$ cat config.mk
export PLATFORM = sky130hd
export DESIGN_NAME = pipe_hazard_ctrl
export DESIGN_NICKNAME = d
export VERILOG_FILES = /design/src/rtl/pipe_hazard_ctrl_pkg.sv /design/src/rtl/pipe_hazard_ctrl_scoreboard.sv /design/src/rtl/pipe_hazard_ctrl.sv
export SDC_FILE = /design/constraint.sdc
export NUM_CORES = 1
export LEC_CHECK = 0
export CORE_ASPECT_RATIO = 1.75
export CORE_MARGIN = 3
export CORE_UTILIZATION = 40
export CTS_CLUSTER_SIZE = 30
export DETAILED_ROUTE_END_ITERATION = 6
export GPL_ROUTABILITY_DRIVEN = 0
export PLACE_DENSITY = 0.71
export SETUP_SLACK_MARGIN = 0.15
export SLEW_MARGIN = 30
export SYNTH_ARGS = -nofsm -noshare
export SYNTH_HDL_FRONTEND = slang
export SYNTH_SLANG_ARGS = --single-unit
export TNS_END_PERCENT = 30
$ cat constraint.sdc
create_clock -name clk -period 8.9 [get_ports clk]
set_input_delay 0.89 -clock clk [delete_from_list [all_inputs] [get_ports clk]]
set_output_delay 0.89 -clock clk [all_outputs]
set_load 0.05 [all_outputs]
$ cat src/rtl/pipe_hazard_ctrl_pkg.sv
`default_nettype none
// ============================================================================
// Module      : pipe_hazard_ctrl_pkg
// Description : Shared constants and FSM encoding for the pipeline hazard
//               controller and its register scoreboard.
// Revision    : 1.0 - initial release
// ============================================================================
package pipe_hazard_ctrl_pkg;

    localparam int REG_INDEX_BIT_WIDTH = 4;
    localparam int NUM_REGS            = 16;
    localparam int PEND_CNT_WIDTH      = 2;
    localparam int STALL_CNT_WIDTH     = 16;

    localparam logic [PEND_CNT_WIDTH-1:0] PEND_CNT_MAX = '1;

    typedef enum logic [1:0] {
        RUN      = 2'd0,
        BR_WAIT  = 2'd1,
        REDIRECT = 2'd2
    } state_t;

endpackage
`default_nettype wire

$ cat src/rtl/pipe_hazard_ctrl_scoreboard.sv
`default_nettype none
// ============================================================================
// Module      : reg_scoreboard
// Description : Per-register saturating pending-write counters with one
//               increment port, one decrement port, two busy read ports and
//               a sticky over/underflow error flag.
// Revision    : 1.0 - initial release
// ============================================================================
module reg_scoreboard #(
    parameter int REG_INDEX_BIT_WIDTH = pipe_hazard_ctrl_pkg::REG_INDEX_BIT_WIDTH,
    parameter int NUM_REGS            = pipe_hazard_ctrl_pkg::NUM_REGS
) (
    input  logic                           clk,
    input  logic                           reset,
    input  logic                           inc_en,
    input  logic [REG_INDEX_BIT_WIDTH-1:0] inc_idx,
    input  logic                           dec_en,
    input  logic [REG_INDEX_BIT_WIDTH-1:0] dec_idx,
    input  logic [REG_INDEX_BIT_WIDTH-1:0] rd_idx_a,
    input  logic [REG_INDEX_BIT_WIDTH-1:0] rd_idx_b,
    output logic                           rd_busy_a,
    output logic                           rd_busy_b,
    output logic                           err
);
    import pipe_hazard_ctrl_pkg::*;

    logic [NUM_REGS-1:0] w_busy;
    logic [NUM_REGS-1:0] w_err_evt;
    logic                r_err;

    genvar gi;
    generate
        for (gi = 0; gi < NUM_REGS; gi++) begin : g_entry
            logic                      w_inc_hit;
            logic                      w_dec_hit;
            logic [PEND_CNT_WIDTH-1:0] r_cnt;

            assign w_inc_hit = inc_en && (inc_idx == REG_INDEX_BIT_WIDTH'(gi));
            assign w_dec_hit = dec_en && (dec_idx == REG_INDEX_BIT_WIDTH'(gi));
            assign w_busy[gi] = |r_cnt;

            // Overflow at max or underflow at zero; a matched inc+dec cancels out.
            assign w_err_evt[gi] = (w_inc_hit && !w_dec_hit && (r_cnt == PEND_CNT_MAX)) ||
                                   (w_dec_hit && !w_inc_hit && (r_cnt == '0));

            // Saturating pending-write counter for this register.
            always_ff @(posedge clk) begin
                if (reset) begin
                    r_cnt <= '0;
                end else if (w_inc_hit && !w_dec_hit && (r_cnt != PEND_CNT_MAX)) begin
                    r_cnt <= r_cnt + PEND_CNT_WIDTH'(1);
                end else if (w_dec_hit && !w_inc_hit && (r_cnt != '0)) begin
                    r_cnt <= r_cnt - PEND_CNT_WIDTH'(1);
                end
            end
        end
    endgenerate

    // Sticky error: once any entry over/underflows it stays set until reset.
    always_ff @(posedge clk) begin
        if (reset) begin
            r_err <= 1'b0;
        end else if (|w_err_evt) begin
            r_err <= 1'b1;
        end
    end

    assign rd_busy_a = w_busy[rd_idx_a];
    assign rd_busy_b = w_busy[rd_idx_b];
    assign err       = r_err;

endmodule
`default_nettype wire

$ cat src/rtl/pipe_hazard_ctrl.sv
`default_nettype none
// ============================================================================
// Module      : pipe_hazard_ctrl
// Description : In-order pipeline hazard controller. Stalls decode on RAW
//               hazards tracked by a register scoreboard and holds fetch
//               while a branch resolves, flushing IF on a taken branch.
// Revision    : 1.0 - initial release
// ============================================================================
module pipe_hazard_ctrl #(
    parameter int REG_INDEX_BIT_WIDTH = pipe_hazard_ctrl_pkg::REG_INDEX_BIT_WIDTH,
    parameter int NUM_REGS            = pipe_hazard_ctrl_pkg::NUM_REGS
) (
    input  logic                           clk,
    input  logic                           reset,
    input  logic                           dec_valid,
    input  logic [REG_INDEX_BIT_WIDTH-1:0] dec_rs1,
    input  logic [REG_INDEX_BIT_WIDTH-1:0] dec_rs2,
    input  logic                           dec_use_rs1,
    input  logic                           dec_use_rs2,
    input  logic [REG_INDEX_BIT_WIDTH-1:0] dec_rd,
    input  logic                           dec_wrReg,
    input  logic                           dec_is_br,
    input  logic                           ex_br_resolved,
    input  logic                           ex_take_br,
    input  logic [REG_INDEX_BIT_WIDTH-1:0] wb_rd,
    input  logic                           wb_wrReg,
    output logic                           pc_wrt_en,
    output logic                           IF_wrt_en,
    output logic                           DEC_wrt_en,
    output logic                           EX_wrt_en,
    output logic                           ME_wrt_en,
    output logic                           dec_bubble,
    output logic                           if_flush,
    output logic [1:0]                     state,
    output logic [15:0]                    stall_cycles,
    output logic                           sb_err
);
    import pipe_hazard_ctrl_pkg::*;

    state_t                     r_state;
    logic [STALL_CNT_WIDTH-1:0] r_stall_cycles;

    logic w_busy_rs1;
    logic w_busy_rs2;
    logic w_raw_hazard;
    logic w_issue;
    logic w_sb_inc;

    reg_scoreboard #(
        .REG_INDEX_BIT_WIDTH (REG_INDEX_BIT_WIDTH),
        .NUM_REGS            (NUM_REGS)
    ) u_scoreboard (
        .clk       (clk),
        .reset     (reset),
        .inc_en    (w_sb_inc),
        .inc_idx   (dec_rd),
        .dec_en    (wb_wrReg),
        .dec_idx   (wb_rd),
        .rd_idx_a  (dec_rs1),
        .rd_idx_b  (dec_rs2),
        .rd_busy_a (w_busy_rs1),
        .rd_busy_b (w_busy_rs2),
        .err       (sb_err)
    );

    // A write sitting in WB this cycle still reads as pending (no bypass).
    assign w_raw_hazard = dec_valid & ((dec_use_rs1 & w_busy_rs1) |
                                       (dec_use_rs2 & w_busy_rs2));
    assign w_issue      = dec_valid & ~w_raw_hazard & (r_state == RUN);
    assign w_sb_inc     = w_issue & dec_wrReg;

    // Pipeline enables, bubble and flush decoded from state and hazard.
    always_comb begin
        pc_wrt_en  = 1'b1;
        IF_wrt_en  = 1'b1;
        DEC_wrt_en = 1'b1;
        EX_wrt_en  = 1'b1;
        ME_wrt_en  = 1'b1;
        dec_bubble = 1'b0;
        if_flush   = 1'b0;
        if (reset) begin
            // Everything loads so the pipeline registers clear to NOPs.
            dec_bubble = 1'b1;
            if_flush   = 1'b1;
        end else begin
            case (r_state)
                RUN: begin
                    if (w_raw_hazard) begin
                        pc_wrt_en  = 1'b0;
                        IF_wrt_en  = 1'b0;
                        dec_bubble = 1'b1;
                    end
                end
                BR_WAIT: begin
                    pc_wrt_en  = 1'b0;
                    IF_wrt_en  = 1'b0;
                    dec_bubble = 1'b1;
                end
                REDIRECT: begin
                    dec_bubble = 1'b1;
                    if_flush   = 1'b1;
                end
                default: begin
                    dec_bubble = 1'b1;
                end
            endcase
        end
    end

    // Branch FSM: wait for EX to resolve an issued branch, redirect if taken.
    always_ff @(posedge clk) begin
        if (reset) begin
            r_state <= RUN;
        end else begin
            case (r_state)
                RUN: begin
                    if (w_issue && dec_is_br) begin
                        r_state <= BR_WAIT;
                    end
                end
                BR_WAIT: begin
                    if (ex_br_resolved) begin
                        r_state <= ex_take_br ? REDIRECT : RUN;
                    end
                end
                REDIRECT: begin
                    r_state <= RUN;
                end
                default: begin
                    r_state <= RUN;
                end
            endcase
        end
    end

    // Free-running count of decode bubble cycles, wrapping on overflow.
    always_ff @(posedge clk) begin
        if (reset) begin
            r_stall_cycles <= '0;
        end else if (dec_bubble) begin
            r_stall_cycles <= r_stall_cycles + STALL_CNT_WIDTH'(1);
        end
    end

    assign state        = r_state;
    assign stall_cycles = r_stall_cycles;

endmodule
`default_nettype wire

---- Yosys cells after proc, flatten, opt, wreduce, memory -nomap -nowiden ----
Cells that the tools add are included.
Widths: inputs -> output; s select.
cells by class
  $add $sub $neg .......................... 33
  magnitude comparators ................... 2
  equality and inequality tests ........... 66
  multiplexer cells ....................... 48
  bitwise gates (word level) .............. 8
  reduce and logical (&&, ||, !) cells .... 246
operators with widths
  operator               count
  $logic_and 1x1->1      129
  $mux 2                 35
  $eq 4x4->1 const B     16
  $reduce_bool 2->1      32
  $eq 2x2->1 const B     17
  $logic_not 2->1        17
  $ne 2x2->1 const B     17
  $add 2x1->2 const B    16
  $eq 4x3->1 const B     8
  $logic_not 1->1        32
  $reduce_or 2->1        16
  $sub 2x1->2 const B    16
  $add 16x1->16 const B  1
  $eq 4x2->1 const B     4
  $logic_or 1x1->1       16
  $reduce_or 16->1       1
  $lt 4x5->1 const B     2
  $mux 1                 9
  $bmux 1 s4             2
  $eq 4x1->1 const B     2
  $logic_not 4->1        2
  $and 1x1->1            6
  $pmux 2 s2             1
  $eq 2x1->1 const B     1
  other kinds (5)        5
storage, ports and cells
  register bits ........................... 51
  input bits .............................. 26
  output and inout bits ................... 26
  word-level logic and storage cells ...... 422

---- Logic depth before layout (Yosys ltp) ----
Gate-level depths: netlist of the first run.
  word-level depth ........................ 16
  mapped depth ............................ 12

---- Hierarchy ----
A second synthesis of the first run with hierarchy kept.
unflattened totals
  cells, all modules ...................... 427
  area, all modules ....................... 3568.4 um2
modules (own cells, without submodules)
  module            instances  cells each  area an instance (um2)  seq. area each (um2)
  reg_scoreboard    1          316         2601.2                  660.6
  pipe_hazard_ctrl  1          111         967.2                   360.3

---- Least setup slack after synthesis of the first run ----
No wires, ideal clock.
  path kind ............................... input-to-output
  start point ............................. input dec_rs2[0]
  end point ............................... output pc_wrt_en
  arrival time ............................ 3366 ps
  setup slack ............................. 4644 ps
  stages on the path ...................... 8
  path buffers ............................ 2
  cell sequence ........................... clkbuf_1 -> mux4_2 -> and3_1 -> nor4b_4 -> o21ai_0 -> nand2_1 -> nand2_1 -> buf_4
between the ends
  word-level cells in the longest chain between the ends .. 8
RTL lines
  element                       line                               RTL
  start, declared               pipe_hazard_ctrl.sv:17             input logic [REG_INDEX_BIT_WIDTH-1:0] dec_rs2,
  $bmux 1 s4                    pipe_hazard_ctrl_scoreboard.sv:69  assign rd_busy_b = w_busy[rd_idx_b];
  $mux 1 (implied by the code)  pipe_hazard_ctrl_scoreboard.sv:69
  $and 1x1->1                   pipe_hazard_ctrl.sv:68             (dec_use_rs2 & w_busy_rs2));
  $or 1x1->1                    pipe_hazard_ctrl.sv:67             assign w_raw_hazard = dec_valid & ((dec_use_rs1 & w_busy_rs1) |
  $and 1x1->1                   pipe_hazard_ctrl.sv:67
  $mux 1                        -
  $pmux 1 s2                    -
  $mux 1                        -
  end, declared                 pipe_hazard_ctrl.sv:27             output logic pc_wrt_en,
Every way passes these cells. The select of a mux whose other input is x is not followed.

---- Worst setup path after layout of the first run ----
  start point ............................. input dec_rs1[2]
  end point ............................... output IF_wrt_en
between the ends
  word-level cells in the longest chain between the ends .. 8
RTL lines
  element                       line                               RTL
  start, declared               pipe_hazard_ctrl.sv:16             input logic [REG_INDEX_BIT_WIDTH-1:0] dec_rs1,
  $bmux 1 s4                    pipe_hazard_ctrl_scoreboard.sv:68  assign rd_busy_a = w_busy[rd_idx_a];
  $mux 1 (implied by the code)  pipe_hazard_ctrl_scoreboard.sv:68
  $and 1x1->1                   pipe_hazard_ctrl.sv:67
  $or 1x1->1                    pipe_hazard_ctrl.sv:67
  $and 1x1->1                   pipe_hazard_ctrl.sv:67
  $mux 1                        pipe_hazard_ctrl.sv:88             if (w_raw_hazard) begin
  $pmux 1 s2                    pipe_hazard_ctrl.sv:86             case (r_state)
  $mux 1                        pipe_hazard_ctrl.sv:81             if (reset) begin
  end, declared                 pipe_hazard_ctrl.sv:28             output logic IF_wrt_en,
Every way passes these cells. The select of a mux whose other input is x is not followed.

==> results.json, run 1 <==
{
  "result_of_the_run": "completed",
  "placed_area_um2": 4089,
  "final.setup.worst_slack_ns": 3.849,
  "p_int_w": 0.0004231,
  "routed-via-count": 3733,
  "vdd.ir_drop.worst_v": 0.0001061,
  "max_cap_violations": 0,
  "power_frac_clock_pct": 43.7,
  "die_outline_width_um": 77.53,
  "seq_power_share_pct": 40.9,
  "switching_share_pct": 26.07,
  "synth_flop_cell": "sky130_fd_sc_hd__dfxtp_1",
  "drtAntennaViolNets": 0,
  "finalCriticalPeriod_ns": 5.051,
  "cts.clk_slew.worst_paths_ns": 0.08,
  "area_growth_syn_to_layout_pct": 19.53,
  "worstSetupPathType": "input port to primary output",
  "top_family_by_delay_on_critical_path": "buffers and inverters",
  "core_area_um2": 8727,
  "synth_warnings": 0,
  "reg2reg_slack_ns": 5.28,
  "synthMostInstantiatedCell": "sky130_fd_sc_hd__nor2_1",
  "numCtsBuffers": 5,
  "pin_count_of_the_biggest_net_entering_global_routing": 54,
  "yosys.cell_types.count": 60,
  "overflow_left_after_global_routing": 0,
  "final-hold-violation-count": 0,
  "htree_levels": 2,
  "hold_path_class": "register to register",
  "total_leakage_power_nw": 1.342,
  "crit-reg2reg-launch": "u_scoreboard.g_entry[1].r_cnt[0]",
  "worstSetupEndpoint": "IF_wrt_en",
  "ys_ff_latch": 51,
  "critical-path-max-stage-delay_ns": 0.81,
  "timing.final.setup_violations": 0,
  "slew_headroom_pct": 56.01,
  "floorplan.die.height_um": 131.2,
  "cts_tree": "built",
  "synthesis.area_per_instance_um2": 7.507,
  "max_clock_freq_mhz": 198.0,
  "unrepaired_setup_endpoints_after_global_routing": "no",
  "timing.setup.tns_ns": 0,
  "crit_buf_inv": 2,
  "worstSetupStartpointType": "input port",
  "net_sw_power_w": 0.0001492,
  "antenna_violations_before_repair": 0,
  "grt_first_pass_wirelength_um": 16740,
  "slew_violations": 0,
  "viasPerCell": 5.954,
  "ff2ff_path_depth": 9,
  "ys_top_cells_by_area": "sky130_fd_sc_hd__dfxtp_1 29%, sky130_fd_sc_hd__o21ai_0 6.3%, sky130_fd_sc_hd__nor2_1 6.1%, sky130_fd_sc_hd__nand2_1 5.2%, sky130_fd_sc_hd__mux4_2 3.8%",
  "drt_drc_violations_left": 0,
  "stdcell_area_um2": 4280,
  "cts_num_sinks": 51,
  "grt_pass1_vias": 3567,
  "final.period_utilization_pct": 56.75,
  "p_per_area_nw_per_um2": 133.7,
  "buffer_ports.inserted": 48,
  "post-cts-setup-buffer-count": 0,
  "detailed_place_hpwl_um": 7851,
  "worstSetupEndpointType": "primary output",
  "worstReg2RegEnd": "u_scoreboard.err",
  "route.detailed.wl_per_inst_um": 16.50,
  "critPathArrivalTime_ns": 4.16,
  "async_reset_ff_share_pct": 0,
  "holdWs_ns": 0.5017,
  "worst-path-stages": 8,
  "synth_top_area_cell": "sky130_fd_sc_hd__dfxtp_1",
  "seq_area_frac_synth_pct": 28.51,
  "crit_path_cell_trace": "clkdlybuf4s50_1, mux4_2, or3_1, and3_4, o21ai_0, nand2_1, nand2_1, clkdlybuf4s50_1",
  "first_drt_pass_iteration_count": 5,
  "dr.first_iter.drc_count": 206,
  "clock_skew_ns": 0.01231,
  "clkLatencyLatePin_ns": 0.30,
  "crit_fanout": 8,
  "cts_resized": 0,
  "syn-cell-area_um2": 3581,
  "antennaDiodeCount": 0,
  "synth_largest_type_area_fraction_pct": 28.51,
  "critical_path.slowest_cell": "sky130_fd_sc_hd__clkdlybuf4s50_1",
  "drt-total-wl_um": 10350,
  "boundaryPins": 52,
  "std_cell_rows": 45,
  "synth_cells": 477,
  "groute.usage.overall_pct": 20.44,
  "power_frac_comb_pct": 15.4,
  "starting_utilization_of_the_core_area_pct": 41.03,
  "final_nets": 536,
  "critical_path.startpoint": "dec_rs1[2]",
  "synth-edff-count": 0,
  "cts-root-to-sink-buffers": 2,
  "cts_hold_buffers": 0,
  "design.die.area_um2": 10170,
  "placement.setup.worst_slack_ns": 3.792,
  "synth_top_cells_by_count": "58 x sky130_fd_sc_hd__nor2_1, 51 x sky130_fd_sc_hd__dfxtp_1, 50 x sky130_fd_sc_hd__nand2_1",
  "max_slew.worst_pin.slew_ns": 0.6515,
  "drive_above_1_share_pct": 6.275,
  "required_ns": 8.01,
  "clock_tree.root_cell": "sky130_fd_sc_hd__clkbuf_16"
}
-- tightest hold or removal path, cell delays in order (launching register included) --
cell	delay, ns
sky130_fd_sc_hd__dfxtp_1	0.34
sky130_fd_sc_hd__nand2_1	0.06
sky130_fd_sc_hd__a21oi_1	0.06
-- registers in the layout, summed over array words and instances (netlist names) --
register	count
stall_cycles	16
state	2
u_scoreboard.err	1
u_scoreboard.g_entry.r_cnt	32
-- how the worst min path moves through the flow --
| stage | from | endpoint | slack, ns | cells after the start |
|---|---|---|---|---|
| 2_1_floorplan | u_scoreboard.g_entry[4].r_cnt[1] | u_scoreboard.g_entry[4].r_cnt[1] | 0.46 | 2 |
| 3_3_place_gp | u_scoreboard.g_entry[4].r_cnt[1] | u_scoreboard.g_entry[4].r_cnt[1] | 0.48 | 2 |
| 3_5_place_dp | u_scoreboard.g_entry[1].r_cnt[1] | u_scoreboard.g_entry[1].r_cnt[1] | 0.49 | 2 |
| 4_1_cts | u_scoreboard.g_entry[1].r_cnt[1] | u_scoreboard.g_entry[1].r_cnt[1] | 0.50 | 2 |
| 5_1_grt | u_scoreboard.g_entry[1].r_cnt[1] | u_scoreboard.g_entry[1].r_cnt[0] | 0.53 | 2 |
| 6_report | u_scoreboard.g_entry[5].r_cnt[1] | u_scoreboard.g_entry[5].r_cnt[1] | 0.50 | 2 |
-- layer usage --
metal	vias up	global-route usage (%)	share of wire (%)
li1	1817	-	-
met5	-	0	0
met2	154	35.90	51
met1	1715	21.46	38
met3	47	3.567	5.2
met4	0	14.46	6.6
-- power groups by stage --
stage / combinational (W) / clock, W / sequential (W)
after global placement: 0.0000857 / 0 / 0.000239
after global routing: 0.0000947 / 0.000264 / 0.000234
after detailed placement: 0.0000872 / 0 / 0.000239
after CTS: 0.0000873 / 0.000257 / 0.000234
after floorplan: 0.0000514 / 0 / 0.000245
final: 0.0000881 / 0.000250 / 0.000234
-- cell type report --
| cell class | count | area (um2) |
|---|---|---|
| flip-flops and latches | 51 | 1021 |
| repair buffers | 48 | 478.0 |
| fillers | 876 | 4447 |
| clock buffers | 6 | 128.9 |
| multi-input cells | 395 | 2416 |
| inverters | 8 | 30.03 |
| clock inverters | 2 | 60.06 |
| well taps | 117 | 146.4 |
-- cells in the final DEF (no fill, tap or decap), types with 9 or more instances in the layout --
cell type and instances:
sky130_fd_sc_hd__a21oi_1 24, sky130_fd_sc_hd__a31oi_1 14, sky130_fd_sc_hd__clkdlybuf4s50_1 47, sky130_fd_sc_hd__dfxtp_1 51, sky130_fd_sc_hd__nand2_1 50, sky130_fd_sc_hd__nand2b_1 14, sky130_fd_sc_hd__nand3_1 23, sky130_fd_sc_hd__nand3b_1 15
sky130_fd_sc_hd__nor2_1 58, sky130_fd_sc_hd__nor3_1 19, sky130_fd_sc_hd__nor4_1 15, sky130_fd_sc_hd__o21ai_0 45, sky130_fd_sc_hd__o31ai_1 9, sky130_fd_sc_hd__xor2_1 13
-- cell families after synthesis --
group / synth area share (%)
multiplexers: 6.185
flip-flops: 28.51
buffers and inverters: 4.228
other: 0.1047
XOR/XNOR: 3.914
AO/OA/AOI/OAI: 20.23
AND/OR/NAND/NOR: 36.48
adder cells (fa/ha/maj): 0.3494
-- through the flow --
step | cells | power (W) | utilization, %
global route | 627 | 0.0005926 | 49.05
global placement | 619 | 0.0003247 | 46.85
finish | 627 | 0.0005723 | 49.05
detailed placement | 619 | 0.0003263 | 46.85
CTS | 627 | 0.0005777 | 49.02
floorplan | 479 | 0.0002964 | -
No activity file was read; power rests on OpenSTA's default activity.
==> run 2, diff against run 1 <==
--- a/config.mk
+++ b/config.mk
@@ -11,7 +11,7 @@
 export CTS_CLUSTER_SIZE = 30
 export DETAILED_ROUTE_END_ITERATION = 6
 export GPL_ROUTABILITY_DRIVEN = 0
-export PLACE_DENSITY = 0.71
+export PLACE_DENSITY = 0.73
 export SETUP_SLACK_MARGIN = 0.15
 export SLEW_MARGIN = 30
 export SYNTH_ARGS = -nofsm -noshare
==> constraint.sdc (replaced) <==
create_clock -name clk -period 4.4 [get_ports clk]
set_input_delay 0.44 -clock clk [delete_from_list [all_inputs] [get_ports clk]]
set_output_delay 0.44 -clock clk [all_outputs]
set_load 0.05 [all_outputs]
==> results.json, run 2 (synthesis gave the netlist of run 1 again) <==
{
  "cts_resized": 0,
  "final_common_cell": "sky130_fd_sc_hd__nor2_1",
  "overflow_left_after_global_routing": 0,
  "net_sw_power_w": 0.0003133,
  "critPathArrivalTime_ns": 3.25,
  "unrepaired_setup_endpoints_after_global_routing": "no",
  "hold_path_class": "register to register",
  "cts-root-to-sink-buffers": 2,
  "antennaDiodeCount": 0,
  "clock_tree.root_cell": "sky130_fd_sc_hd__clkbuf_16",
  "registers.top_by_ff_count": "u_scoreboard.g_entry.r_cnt",
  "buffer_ports.inserted": 48,
  "wl_met2_um": 5282,
  "pin_count_of_the_biggest_net_entering_global_routing": 54,
  "dr.first_iter.drc_count": 236,
  "largest_register_ff_count": 32,
  "grt_pass1_vias": 3663,
  "boundaryPins": 52,
  "timing.setup.tns_ns": 0,
  "core_area_um2": 8727,
  "vdd.ir_drop.worst_v": 0.0001554,
  "drtAntennaViolNets": 0,
  "cts_num_sinks": 51,
  "max_cap_violations": 0,
  "area_growth_syn_to_layout_pct": 18.69,
  "clock_skew_ns": 0.007940,
  "first_drt_pass_iteration_count": 5,
  "timing.final.setup_violations": 0,
  "htree_levels": 2,
  "placedCellCount": 621,
  "final-hold-violation-count": 0,
  "p_int_w": 0.0007459,
  "floorplan.die.height_um": 131.2,
  "n_fill_cell": 862,
  "crit_fanout": 8,
  "std_cell_rows": 45,
  "clkLatencyLatePin_ns": 0.30,
  "total_leakage_power_nw": 1.335,
  "drive_above_1_share_pct": 7.422,
  "worstSetupEndpointType": "primary output",
  "seq_power_share_pct": 44.7,
  "slew_violations": 0,
  "layoutNonFillerInstCount": 629,
  "result_of_the_run": "completed",
  "cts_hold_buffers": 0,
  "slew_headroom_pct": 60.78,
  "worstSetupStartpointType": "input port",
  "power_frac_clock_pct": 38.4,
  "antenna_violations_before_repair": 0,
  "grt_first_pass_wirelength_um": 17350,
  "switching_share_pct": 29.58,
  "design.die.area_um2": 10170,
  "post-cts-setup-buffer-count": 0,
  "final.setup.worst_slack_ns": 0.7081,
  "finalCriticalPeriod_ns": 3.692,
  "numCtsBuffers": 5,
  "starting_utilization_of_the_core_area_pct": 41.03,
  "groute.usage.overall_pct": 21.20,
  "cts.clk_slew.worst_paths_ns": 0.07,
  "max_clock_freq_mhz": 270.9,
  "detailed_place_hpwl_um": 8066,
  "maxUsedRoutingLayer": "met4",
  "p_per_area_nw_per_um2": 249.2,
  "final.period_utilization_pct": 83.91,
  "viasPerCell": 5.976,
  "worstSetupPathType": "input port to primary output",
  "cts_tree": "built",
  "power_frac_comb_pct": 16.9,
  "routed-via-count": 3759,
  "route.detailed.wl_per_inst_um": 16.43,
  "die_outline_width_um": 77.53,
  "final_nets": 538,
  "total_length_of_routed_met3_wires_um": 515,
  "drt-total-wl_um": 10340,
  "route.layer.met1.wl_um": 3677,
  "max_slew.worst_pin.slew_ns": 0.5838,
  "required_ns": 3.96,
  "drt_drc_violations_left": 0,
  "placement.setup.worst_slack_ns": 0.5006,
  "final_cell_mix": "58 x sky130_fd_sc_hd__nor2_1, 51 x sky130_fd_sc_hd__dfxtp_1, 50 x sky130_fd_sc_hd__nand2_1"
}
[run 2: worst max-delay path: stages]
cell	delay, ns
sky130_fd_sc_hd__clkdlybuf4s50_1	0.64
sky130_fd_sc_hd__mux4_2	0.53
sky130_fd_sc_hd__and3_1	0.23
sky130_fd_sc_hd__nor4b_4	0.46
sky130_fd_sc_hd__o21ai_0	0.30
sky130_fd_sc_hd__nand2_1	0.32
sky130_fd_sc_hd__nand2_1	0.12
sky130_fd_sc_hd__buf_4	0.21
[run 2: power groups by stage]
stage | combinational, W | sequential [W] | clock (W)
finish | 0.000179 | 0.000473 | 0.000407
global route | 0.000193 | 0.000474 | 0.000434
CTS | 0.000178 | 0.000473 | 0.000420
detailed placement | 0.000177 | 0.000484 | 0
global placement | 0.000175 | 0.000484 | 0
floorplan | 0.000104 | 0.000496 | 0
[run 2: metrics by stage]
step            power, W  hold WS (ns)  instance area, um2  util, %
4_1_cts         0.001072        0.5052                4248    48.67
3_3_place_gp   0.0006584        0.4742                4096    46.94
3_5_place_dp   0.0006614        0.4932                4096    46.94
2_1_floorplan  0.0005995        0.4641                3588        -
5_1_grt         0.001102        0.5301                4250    48.70
6_report        0.001059        0.5036                4250    48.70
[run 2: worst paths after layout]
check,from,end,slack (ns),depth (start not counted)
hold reg to reg,u_scoreboard.g_entry[1].r_cnt[1],u_scoreboard.g_entry[1].r_cnt[1],0.50,2
setup reg to reg,u_scoreboard.g_entry[0].r_cnt[0],u_scoreboard.err,0.91,10
setup / recovery,dec_rs2[0],pc_wrt_en,0.71,8
hold / removal,u_scoreboard.g_entry[1].r_cnt[1],u_scoreboard.g_entry[1].r_cnt[1],0.50,2
[run 2: layer usage]
layer,track usage [%],vias to the layer above
met3,3.909,54
met2,36.57,144
met4,18.12,0
met5,0,-
li1,-,1820
met1,21.37,1741
[run 2: cell type report]
class / count / area, um2 / area share [%]
inverters: 8 / 30.03 / 0.7065
well taps: 117 / 146.4 / 3.444
multi-input cells: 395 / 2416 / 56.84
clock buffers: 5 / 125.1 / 2.944
repair buffers: 50 / 485.5 / 11.42
flip-flops and latches: 51 / 1021 / 24.02
clock inverters: 3 / 26.28 / 0.6182
==> run 3, diff against run 2 <==
--- a/config.mk
+++ b/config.mk
@@ -11,7 +11,7 @@
 export CTS_CLUSTER_SIZE = 30
 export DETAILED_ROUTE_END_ITERATION = 6
 export GPL_ROUTABILITY_DRIVEN = 0
-export PLACE_DENSITY = 0.73
+export PLACE_DENSITY = 0.71
 export SETUP_SLACK_MARGIN = 0.15
 export SLEW_MARGIN = 30
 export SYNTH_ARGS = -nofsm -noshare
==> constraint.sdc (replaced) <==
create_clock -name clk -period 3.8 [get_ports clk]
set_input_delay 0.38 -clock clk [delete_from_list [all_inputs] [get_ports clk]]
set_output_delay 0.38 -clock clk [all_outputs]
set_load 0.05 [all_outputs]
==> results.json, run 3 (synthesis gave the netlist of run 1 again) <==
{
  "post-layout-total-power_w": 0.001239,
  "cts_hold_buffers": 0,
  "detailed_place_hpwl_um": 8255,
  "p_int_w": 0.0008722,
  "finalCriticalPeriod_ns": 3.388,
  "final_nets": 547,
  "starting_utilization_of_the_core_area_pct": 41.03,
  "drive_above_1_share_pct": 9.021,
  "critPathArrivalTime_ns": 3.01,
  "result_of_the_run": "completed",
  "worstSetupEndpointType": "primary output",
  "clock_skew_ns": 0.008846,
  "crit_fanout": 5,
  "dr.first_iter.drc_count": 261,
  "holdWs_ns": 0.5092,
  "vdd.ir_drop.worst_v": 0.0001572,
  "critical_path.slowest_cell": "sky130_fd_sc_hd__clkdlybuf4s50_1",
  "final_common_cell": "sky130_fd_sc_hd__nor2_1",
  "viasPerCell": 5.973,
  "core_area_um2": 8727,
  "groute.usage.overall_pct": 21.44,
  "antenna_violations_before_repair": 0,
  "max_cap_violations": 0,
  "slew_violations": 0,
  "final.period_utilization_pct": 89.15,
  "cts_resized": 0,
  "cts_tree": "built",
  "hold_path_class": "register to register",
  "die_outline_width_um": 77.53,
  "stdcell_area_um2": 4350,
  "route.detailed.wl_per_inst_um": 16.80,
  "floorplan.die.height_um": 131.2,
  "placedCellCount": 630,
  "layoutNonFillerInstCount": 638,
  "p_per_area_nw_per_um2": 284.8,
  "routed-via-count": 3811,
  "largest_register_ff_count": 32,
  "power_frac_comb_pct": 18.0,
  "antennaDiodeCount": 0,
  "area_growth_syn_to_layout_pct": 21.49,
  "timing.final.setup_violations": 0,
  "timing.setup.tns_ns": 0,
  "slew_headroom_pct": 61.45,
  "buffer_ports.inserted": 48,
  "pin_count_of_the_biggest_net_entering_global_routing": 53,
  "unrepaired_setup_endpoints_after_global_routing": "no",
  "drt_drc_violations_left": 0,
  "cts_num_sinks": 51,
  "total_leakage_power_nw": 1.384,
  "drtAntennaViolNets": 0,
  "final-hold-violation-count": 0,
  "cts.clk_slew.worst_paths_ns": 0.08,
  "seq_power_share_pct": 44.2,
  "std_cell_rows": 45,
  "registers.top_by_ff_count": "u_scoreboard.g_entry.r_cnt",
  "max_clock_freq_mhz": 295.2,
  "drt-total-wl_um": 10720,
  "clock_tree.root_cell": "sky130_fd_sc_hd__clkbuf_16",
  "clkLatencyLatePin_ns": 0.30,
  "worstSetupStartpointType": "input port",
  "placed_area_um2": 4202,
  "power_frac_clock_pct": 37.8,
  "worstSetupPathType": "input port to primary output",
  "grt_first_pass_wirelength_um": 17520,
  "htree_levels": 2,
  "post-cts-setup-buffer-count": 0,
  "required_ns": 3.42,
  "first_drt_pass_iteration_count": 5,
  "crit_path_cell_trace": "clkdlybuf4s50_1, mux4_2, or3_1, and3_4, o21ai_0, nand3_1, buf_12",
  "cts-root-to-sink-buffers": 2,
  "overflow_left_after_global_routing": 0,
  "design.die.area_um2": 10170,
  "net_sw_power_w": 0.0003669,
  "numCtsBuffers": 5,
  "max_slew.worst_pin.slew_ns": 0.5770,
  "critical-path-max-stage-delay_ns": 0.58,
  "final_cell_mix": "58 x sky130_fd_sc_hd__nor2_1, 51 x sky130_fd_sc_hd__dfxtp_1, 50 x sky130_fd_sc_hd__nand2_1",
  "grt_pass1_vias": 3691,
  "switching_share_pct": 29.61,
  "boundaryPins": 52
}
[run 3: changes by cell type in the layout (fill, tap and decap cells not counted)]
cell	delta
sky130_fd_sc_hd__buf_2	+1
sky130_fd_sc_hd__clkinvlp_4	+2
sky130_fd_sc_hd__buf_12	+3
sky130_fd_sc_hd__inv_6	-1
sky130_fd_sc_hd__buf_4	+5
sky130_fd_sc_hd__clkinv_4	-1
[run 3: path summary, 6_finish.rpt]
kind	startpoint	endpoint	depth (start not counted)	slack, ns
min	u_scoreboard.g_entry[14].r_cnt[1]	u_scoreboard.g_entry[14].r_cnt[1]	2	0.51
max reg2reg	u_scoreboard.g_entry[0].r_cnt[0]	u_scoreboard.err	10	0.51
min reg2reg	u_scoreboard.g_entry[14].r_cnt[1]	u_scoreboard.g_entry[14].r_cnt[1]	2	0.51
max	dec_rs1[2]	dec_bubble	7	0.41
[run 3: layer usage]
layer	vias to the layer above	share of wire [%]	track usage [%]
li1	1841	-	-
met1	1747	36	21.31
met2	169	50	37.58
met3	54	5.9	4.527
met4	0	7.6	16.93
met5	-	0	0
[run 3: critical path: cells and delay by family]
family          cells  cell delay [ns]
simple gates        3             0.89
buf+inv             2             0.82
mux                 1             0.51
compound gates      1             0.41
[run 3: power groups by stage]
| stage | Clock (W) | Sequential, W | Combinational (W) |
|---|---|---|---|
| 4_1_cts | 0.000478 | 0.000547 | 0.000220 |
| 3_3_place_gp | 0 | 0.000560 | 0.000216 |
| 2_1_floorplan | 0 | 0.000574 | 0.000120 |
| 3_5_place_dp | 0 | 0.000560 | 0.000220 |
| 6_report | 0.000469 | 0.000548 | 0.000223 |
| 5_1_grt | 0.000498 | 0.000549 | 0.000238 |
[run 3: area by class of cell]
class / instances / area [um2]
Clock inverter: 3 / 23.77
Fill cell: 876 / 4377
Timing Repair Buffer: 59 / 588.1
Sequential cell: 51 / 1021
Multi-Input combinational cell: 395 / 2416
Inverter: 8 / 30.03
Tap cell: 117 / 146.4
Clock buffer: 5 / 125.1
[run 3: per-stage QoR]
stage | worst slack, ns | utilization [%]
floorplan | 0.5639 | -
global placement | 0.2477 | 48.14
detailed placement | 0.1889 | 48.14
CTS | 0.4055 | 49.85
global route | 0.2910 | 49.85
finish | 0.4124 | 49.85
